**config.mk**
```make
export PLATFORM = sky130hd
export DESIGN_NAME = pipe_stage_reg
export DESIGN_NICKNAME = d
export VERILOG_FILES = /design/src/rtl/pipe_stage_reg_pkg.sv /design/src/rtl/pipe_stage_reg_sat_counter.sv /design/src/rtl/pipe_stage_reg.sv
export SDC_FILE = /design/constraint.sdc
export NUM_CORES = 1
export LEC_CHECK = 0
export BUFFER_PORTS_ARGS = -buffer_cell sky130_fd_sc_hd__buf_4
export CAP_MARGIN = 30
export CORE_MARGIN = 2
export CORE_UTILIZATION = 28
export CTS_CLUSTER_SIZE = 30
export DETAILED_ROUTE_END_ITERATION = 7
export GPL_TIMING_DRIVEN = 1
export PLACE_DENSITY = 0.54
export SYNTH_ARGS = -nofsm -noshare
export SYNTH_HDL_FRONTEND = slang
export SYNTH_SLANG_ARGS = --single-unit
```
**constraint.sdc**
```tcl
create_clock -name clock -period 3.55 [get_ports clock]
set_input_delay 0.355 -clock clock [delete_from_list [all_inputs] [get_ports clock]]
set_output_delay 0.355 -clock clock [all_outputs]
set_load 0.005 [all_outputs]
```
**src/rtl/pipe_stage_reg_pkg.sv**
```systemverilog
// Shared types for the pipeline stage registers: occupancy encoding,
// per-stage payload structs and the bubble control words each stage loads
// when it is empty or flushed.
package pipe_stage_reg_pkg;

  // Entry count held by a stage register; the value doubles as the
  // occupancy port encoding.
  typedef enum logic [1:0] {
    OCC_EMPTY = 2'd0,
    OCC_ONE   = 2'd1,
    OCC_TWO   = 2'd2
  } pipe_occ_t;

  // decode -> execute payloads (64-bit data, 16-bit control)
  typedef struct packed {
    logic [31:0] rs1_val;
    logic [31:0] imm;
  } execute_data_t;

  typedef struct packed {
    logic [3:0] alu_ctrl;
    logic       rf_we;
    logic       dmem_we;
    logic [1:0] sel_a;
    logic [1:0] sel_b;
    logic [1:0] sel_wb;
    logic [1:0] mem_size;
    logic       dmem_re;
    logic       branch;
  } execute_ctrl_t;

  // execute -> memory payloads (64-bit data, 16-bit control)
  typedef struct packed {
    logic [31:0] alu_res;
    logic [31:0] rs2_val;
  } memory_data_t;

  typedef struct packed {
    logic       rf_we;
    logic       dmem_we;
    logic       dmem_re;
    logic [1:0] mem_size;
    logic [1:0] sel_wb;
    logic [4:0] rd;
    logic [3:0] rsvd;
  } memory_ctrl_t;

  // Bubble words: every write enable low so an empty stage is a no-op.
  localparam execute_ctrl_t EXECUTE_BUBBLE_CTRL = '0;

  localparam memory_ctrl_t MEMORY_BUBBLE_CTRL = '{
    rf_we:    1'b0,
    dmem_we:  1'b0,
    dmem_re:  1'b0,
    mem_size: 2'b10,
    sel_wb:   2'b01,
    rd:       5'd0,
    rsvd:     4'd0
  };

endpackage

```
**src/rtl/pipe_stage_reg_sat_counter.sv**
```systemverilog
// Saturating up-counter: sticks at all-ones instead of wrapping.
module sat_counter #(
  parameter int W = 16
) (
  input  logic         clock,
  input  logic         reset_n,
  input  logic         inc,
  input  logic         clear,
  output logic [W-1:0] count
);

  // Count up on inc until all-ones, then hold; clear has priority.
  always_ff @(posedge clock or negedge reset_n) begin
    // NOTE: sequential state uses non-blocking assignments so every flop
    // samples pre-edge values regardless of block ordering.
    if (!reset_n) begin
      count <= '0;
    end else if (clear) begin
      count <= '0;
    end else if (inc && (count != {W{1'b1}})) begin
      count <= count + W'(1);
    end
  end

endmodule

```
**src/rtl/pipe_stage_reg.sv**
```systemverilog
// Handshaked pipeline stage register with optional 2-entry skid buffer,
// stall/flush control and a saturating bubble counter.
module pipe_stage_reg
  import pipe_stage_reg_pkg::*;
#(
  parameter int                DATA_W      = 64,
  parameter int                CTRL_W      = 16,
  parameter logic [CTRL_W-1:0] BUBBLE_CTRL = CTRL_W'(0),
  parameter int                SKID        = 1,
  parameter int                CNT_W       = 16
) (
  input  logic              clock,
  input  logic              reset_n,
  input  logic              stall,
  input  logic              flush,
  input  logic              in_valid,
  output logic              in_ready,
  input  logic [DATA_W-1:0] in_data,
  input  logic [CTRL_W-1:0] in_ctrl,
  output logic              out_valid,
  input  logic              out_ready,
  output logic [DATA_W-1:0] out_data,
  output logic [CTRL_W-1:0] out_ctrl,
  output logic [1:0]        occupancy,
  output logic [CNT_W-1:0]  bubble_cnt
);

  pipe_occ_t         occ_q, occ_d;
  logic [DATA_W-1:0] main_data_q, main_data_d;
  logic [CTRL_W-1:0] main_ctrl_q, main_ctrl_d;
  logic [DATA_W-1:0] skid_data_q, skid_data_d;
  logic [CTRL_W-1:0] skid_ctrl_q, skid_ctrl_d;
  logic              in_fire, out_fire;

  // Handshake: reset_n gates in_ready so nothing is accepted while the
  // stage is held in reset.
  generate
    if (SKID != 0) begin : g_ready_skid
      assign in_ready = reset_n & (occ_q != OCC_TWO) & ~stall & ~flush;
    end else begin : g_ready_noskid
      assign in_ready = reset_n & ((occ_q == OCC_EMPTY) | out_ready) & ~stall & ~flush;
    end
  endgenerate

  assign out_valid = (occ_q != OCC_EMPTY) & ~stall & ~flush;
  assign in_fire   = in_valid & in_ready;
  assign out_fire  = out_valid & out_ready;

  // Empty stage presents a clean bubble rather than stale main contents.
  assign out_data  = (occ_q == OCC_EMPTY) ? '0 : main_data_q;
  assign out_ctrl  = (occ_q == OCC_EMPTY) ? BUBBLE_CTRL : main_ctrl_q;
  assign occupancy = occ_q;

  // Next occupancy and entry contents; flush overrides every transfer.
  always_comb begin
    // NOTE: every output of this block is defaulted first so no path
    // leaves a value unassigned and a latch cannot be inferred.
    occ_d       = occ_q;
    main_data_d = main_data_q;
    main_ctrl_d = main_ctrl_q;
    skid_data_d = skid_data_q;
    skid_ctrl_d = skid_ctrl_q;
    if (flush) begin
      occ_d       = OCC_EMPTY;
      main_data_d = '0;
      main_ctrl_d = BUBBLE_CTRL;
      skid_data_d = '0;
      skid_ctrl_d = BUBBLE_CTRL;
    end else begin
      unique case (occ_q)
        OCC_EMPTY: begin
          if (in_fire) begin
            occ_d       = OCC_ONE;
            main_data_d = in_data;
            main_ctrl_d = in_ctrl;
          end
        end
        OCC_ONE: begin
          if (in_fire && out_fire) begin
            main_data_d = in_data;
            main_ctrl_d = in_ctrl;
          end else if (in_fire && (SKID != 0)) begin
            occ_d       = OCC_TWO;
            skid_data_d = in_data;
            skid_ctrl_d = in_ctrl;
          end else if (out_fire) begin
            occ_d = OCC_EMPTY;
          end
        end
        OCC_TWO: begin
          // in_ready is low here, so only the drain path exists; the skid
          // entry moves up to keep FIFO order.
          if (out_fire) begin
            occ_d       = OCC_ONE;
            main_data_d = skid_data_q;
            main_ctrl_d = skid_ctrl_q;
          end
        end
        default: occ_d = OCC_EMPTY;
      endcase
    end
  end

  // Occupancy and main entry registers.
  always_ff @(posedge clock or negedge reset_n) begin
    // NOTE: payload storage is reset too, so contents vanish immediately
    // on reset and the empty-stage bubble value is well defined.
    if (!reset_n) begin
      occ_q       <= OCC_EMPTY;
      main_data_q <= '0;
      main_ctrl_q <= BUBBLE_CTRL;
    end else begin
      occ_q       <= occ_d;
      main_data_q <= main_data_d;
      main_ctrl_q <= main_ctrl_d;
    end
  end

  // Skid entry exists only in the 2-entry configuration.
  generate
    if (SKID != 0) begin : g_skid
      // Skid entry register, loaded on overflow and cleared on flush.
      always_ff @(posedge clock or negedge reset_n) begin
        if (!reset_n) begin
          skid_data_q <= '0;
          skid_ctrl_q <= BUBBLE_CTRL;
        end else begin
          skid_data_q <= skid_data_d;
          skid_ctrl_q <= skid_ctrl_d;
        end
      end
    end else begin : g_noskid
      assign skid_data_q = '0;
      assign skid_ctrl_q = BUBBLE_CTRL;
    end
  endgenerate

  // Bubble counter: cycles where downstream could take data but none is
  // offered; never cleared except by reset.
  sat_counter #(
    .W(CNT_W)
  ) u_bubble_cnt (
    .clock   (clock),
    .reset_n (reset_n),
    .inc     (out_ready & ~out_valid),
    .clear   (1'b0),
    .count   (bubble_cnt)
  );

endmodule

```
==> flow_summary_export.csv <==
group,metric,value,unit
synthesis,yosysWarningCount,0,
synthesis,area_contributors_post_synth,"sky130_fd_sc_hd__dfrtp_1, sky130_fd_sc_hd__a211oi_2, sky130_fd_sc_hd__mux2i_1",
synthesis,postSynthRegisterBits,178,
clock_tree,cts-buffers-inserted,17,
route,route.vias.total,6442,
timing,finalSetupTns,0,ps
floorplan,num_rows,65,
route,total_iterations_of_the_first_detailed_routing_run,5,
setup_path,timing.critical_path.cells,"inv_1 -> ha_4 -> buf_4 -> nor2b_1 -> buf_4",
status,run_status,"finished, final reports clean",
placement,hpwlAfterDp,14.94,mm
setup_path,ff2ff_setup_slack,710,ps
setup_path,critical_path_class,"reg2out",
floorplan,io-pin-count,186,
pwr,power_density,423.0,mW/mm^2
worst_hold_path,min-delay-path-class,"in2reg",
floorplan,die-height,181.8,um
setup_path,critical_path.startpoint_type,"register",
global_route,gr-total-overflow,0,
timing,timing.slew.headroom,34.00,%
clock_tree,post_cts.resized_instances,0,
clock_tree,clkSlewWorstSetupHoldPaths,80,ps
job,cap_viol_max_count,0,
timing,setup_violations,0,
finish,final_cell_mix,"sky130_fd_sc_hd__buf_4, sky130_fd_sc_hd__dfrtp_1, sky130_fd_sc_hd__nor3_1",
synthesis,largest_area_contributor_in_the_netlist,"sky130_fd_sc_hd__dfrtp_1",
clock_tree,max-clock-path-buffers,2,
synthesis,synth_top_area_share,50.33,%
setup_path,end_kind,"output port",
placement,place.port_buffers,185,
finish,fraction_of_final_layout_cells_with_drive_strength_greater_than_1,35.81,%
setup_path,crit_arrival,2540,ps
timing,report.final.hold_viol_count,0,
timing,rsz0062_at_grt,"false",
synthesis,ys_types,45,
clock_tree,cts_root_buffer,"sky130_fd_sc_hd__clkbuf_16",
floorplan,die_area,0.03305,mm^2
clock_tree,tritoncts,"done",
timing,fmax,0.3459,GHz
placement,numPlacedInstances,1271,
finish,nNetsFinal,981,
setup_path,critPathSlowestCell,"sky130_fd_sc_hd__buf_4",
setup_path,regToRegStartpoint,"occupancy[0]",
setup_path,worst_setup_path_endpoint,"out_data[34]",
route,detail-route-antenna-nets,0,
synthesis,dominantRegCellSynth,"sky130_fd_sc_hd__dfrtp_1",
synthesis,synth_area,0.008851,mm^2
clock_tree,cts-htree-levels,4,
floorplan,floorplan.die.width,181.8,um
synthesis,ys_async_sr_fraction,100.0,%
clock_tree,clkSinkCount,178,
synthesis,synth.avg_cell_area,11.98,um^2
floorplan,core_area,0.03131,mm^2
global_route,grt_start_max_net_pins,81,
timing,drv_slew,0,
setup_path,reg2regPathDepth,7,
global_route,grt_pass1_vias,6733,
setup_path,timing.critical_path.slowest_cell_delay,620,ps
synthesis,ys_seq_area_share,50.33,%
pwr,worst_ir_drop_vdd,0.0003040,V
setup_path,setup.worst_path.start,"occupancy[0]",
setup_path,timing.rr.end,"skid_ctrl_q[2]",
setup_path,crit_fanout,48,
global_route,grt_first_pass_wirelength,39.77,mm
setup_path,critical-path-top-cell-by-count,"sky130_fd_sc_hd__buf_4",
finish,final-instance-count-excl-fill,1304,
timing,finalCritPeriodShare,81.45,%
timing,min_period,2891,ps
route,vias_per_instance,4.940,
route,drtIter0Drc,240,
synthesis,edff_count_synth,0,
synthesis,syn_inst,739,
global_route,groute.usage.overall,15.50,%
synthesis,synth_fp_nets,830,
global_route,number_of_antenna_violations_at_the_first_check_in_global_routing,0,
finish,area_growth_syn_to_layout,27.47,%
finish,num_antenna_cells,0,
route,finalWirelength,25.25,mm
pwr,cellLeakagePower,4.727,nW
placement,gpl.final_weighted_congestion,0.7591,
timing,skew,14.95,ps
finish,mostFrequentLayoutCell,"sky130_fd_sc_hd__buf_4",
route,residual_drc,0,
route,wl_per_cell,19.37,um
clock_tree,clk_latency,440,ps
setup_path,cp_data_required_time,3190,ps
timing,max_slew.worst_pin.slew,990.0,ps
floorplan,initial_utilization,28.27,%
clock_tree,cts_post_setup_buffers_inserted,0,
layout make-up:
cell class / count / area [um^2]
fillers: 3071 / 20030
flip-flops and latches: 178 / 4454
multi-input cells: 480 / 4068
repair buffers: 205 / 1638
well taps: 402 / 503.0
clock buffers: 18 / 439.2
clock inverters: 13 / 150.1
inverters: 8 / 30.03
stage by stage:
step	total power, mW	utilization (%)	area, um^2	setup WS (ps)	hold slack [ps]
final	4.772	36.03	11280	658.6	139.2
after floorplan	2.555	-	8851	1403	59.41
after global routing	5.008	36.03	11280	465.8	110.0
after detailed placement	2.862	34.03	10660	696.7	309.1
after CTS	4.862	35.94	11250	573.0	111.8
after global placement	2.848	33.94	10630	721.0	310.0
power by group:
part | internal [mW] | switching [mW]
Combinational | 0.282 | 0.320
Sequential | 2.12 | 0.0881
Clock | 1.07 | 0.890
state kept, by name, indices dropped and copies added, names as in the netlist:
register	flops
main_ctrl_q	16
main_data_q	64
occupancy	2
skid_ctrl_q	16
skid_data_q	64
u_bubble_cnt.count	16
kinds of logic after synthesis:
| kind of cell | synth area share [%] |
|---|---|
| mux | 9.415 |
| simple gates | 12.92 |
| buf+inv | 4.382 |
| xor+xnor | 1.187 |
| compound gates | 21.06 |
| fa+ha+maj | 0.7068 |
| flops | 50.33 |
layer usage:
metal | track usage [%] | vias up | share of wire, %
met5 | 0 | - | 0
met1 | 20.61 | 3258 | 47
li1 | - | 3034 | -
met3 | 3.450 | 20 | 4.1
met4 | 4.163 | 0 | 1.4
met2 | 25.49 | 130 | 48
worst min path at each step:
stage / depth (start not counted) / endpoint / slack [ps] / startpoint
2_1_floorplan: 0 / main_ctrl_q[0] / 60 / reset_n
3_3_place_gp: 1 / main_data_q[2] / 310 / reset_n
3_5_place_dp: 1 / main_data_q[2] / 310 / reset_n
4_1_cts: 2 / skid_data_q[63] / 110 / in_data[63]
5_1_grt: 2 / skid_data_q[33] / 110 / in_data[33]
6_report: 2 / skid_ctrl_q[1] / 140 / in_ctrl[1]
repair_timing:
action	CTS	global route
hold buffers	1	0
endpoints found under the setup margin	0	0
endpoints found under the hold margin	36	0
cell usage after synthesis, types with 2 or more instances:
cell type and number:
sky130_fd_sc_hd__a211oi_2 80, sky130_fd_sc_hd__a21oi_1 3, sky130_fd_sc_hd__a22o_1 80, sky130_fd_sc_hd__a31oi_1 2
sky130_fd_sc_hd__and3_1 3, sky130_fd_sc_hd__buf_1 2, sky130_fd_sc_hd__buf_2 16, sky130_fd_sc_hd__buf_6 8
sky130_fd_sc_hd__clkbuf_1 46, sky130_fd_sc_hd__dfrtp_1 178, sky130_fd_sc_hd__ha_1 5, sky130_fd_sc_hd__inv_1 8
sky130_fd_sc_hd__mux2_1 2, sky130_fd_sc_hd__mux2i_1 81, sky130_fd_sc_hd__nand2_1 2, sky130_fd_sc_hd__nand2b_1 2
sky130_fd_sc_hd__nand3_1 7, sky130_fd_sc_hd__nand4_1 5, sky130_fd_sc_hd__nor2_1 8, sky130_fd_sc_hd__nor2b_1 80
sky130_fd_sc_hd__nor3_1 86, sky130_fd_sc_hd__o211ai_1 2, sky130_fd_sc_hd__xnor2_1 7, sky130_fd_sc_hd__xor2_1 5
worst max-delay path: cells and delay by family (launching register included):
kind | cells | cell delay (ps)
AND/OR/NAND/NOR | 1 | 140
adder cells (fa/ha/maj) | 1 | 520
flip-flops | 1 | 450
buffers and inverters | 3 | 970
No activity file was read; power rests on OpenSTA's default activity.
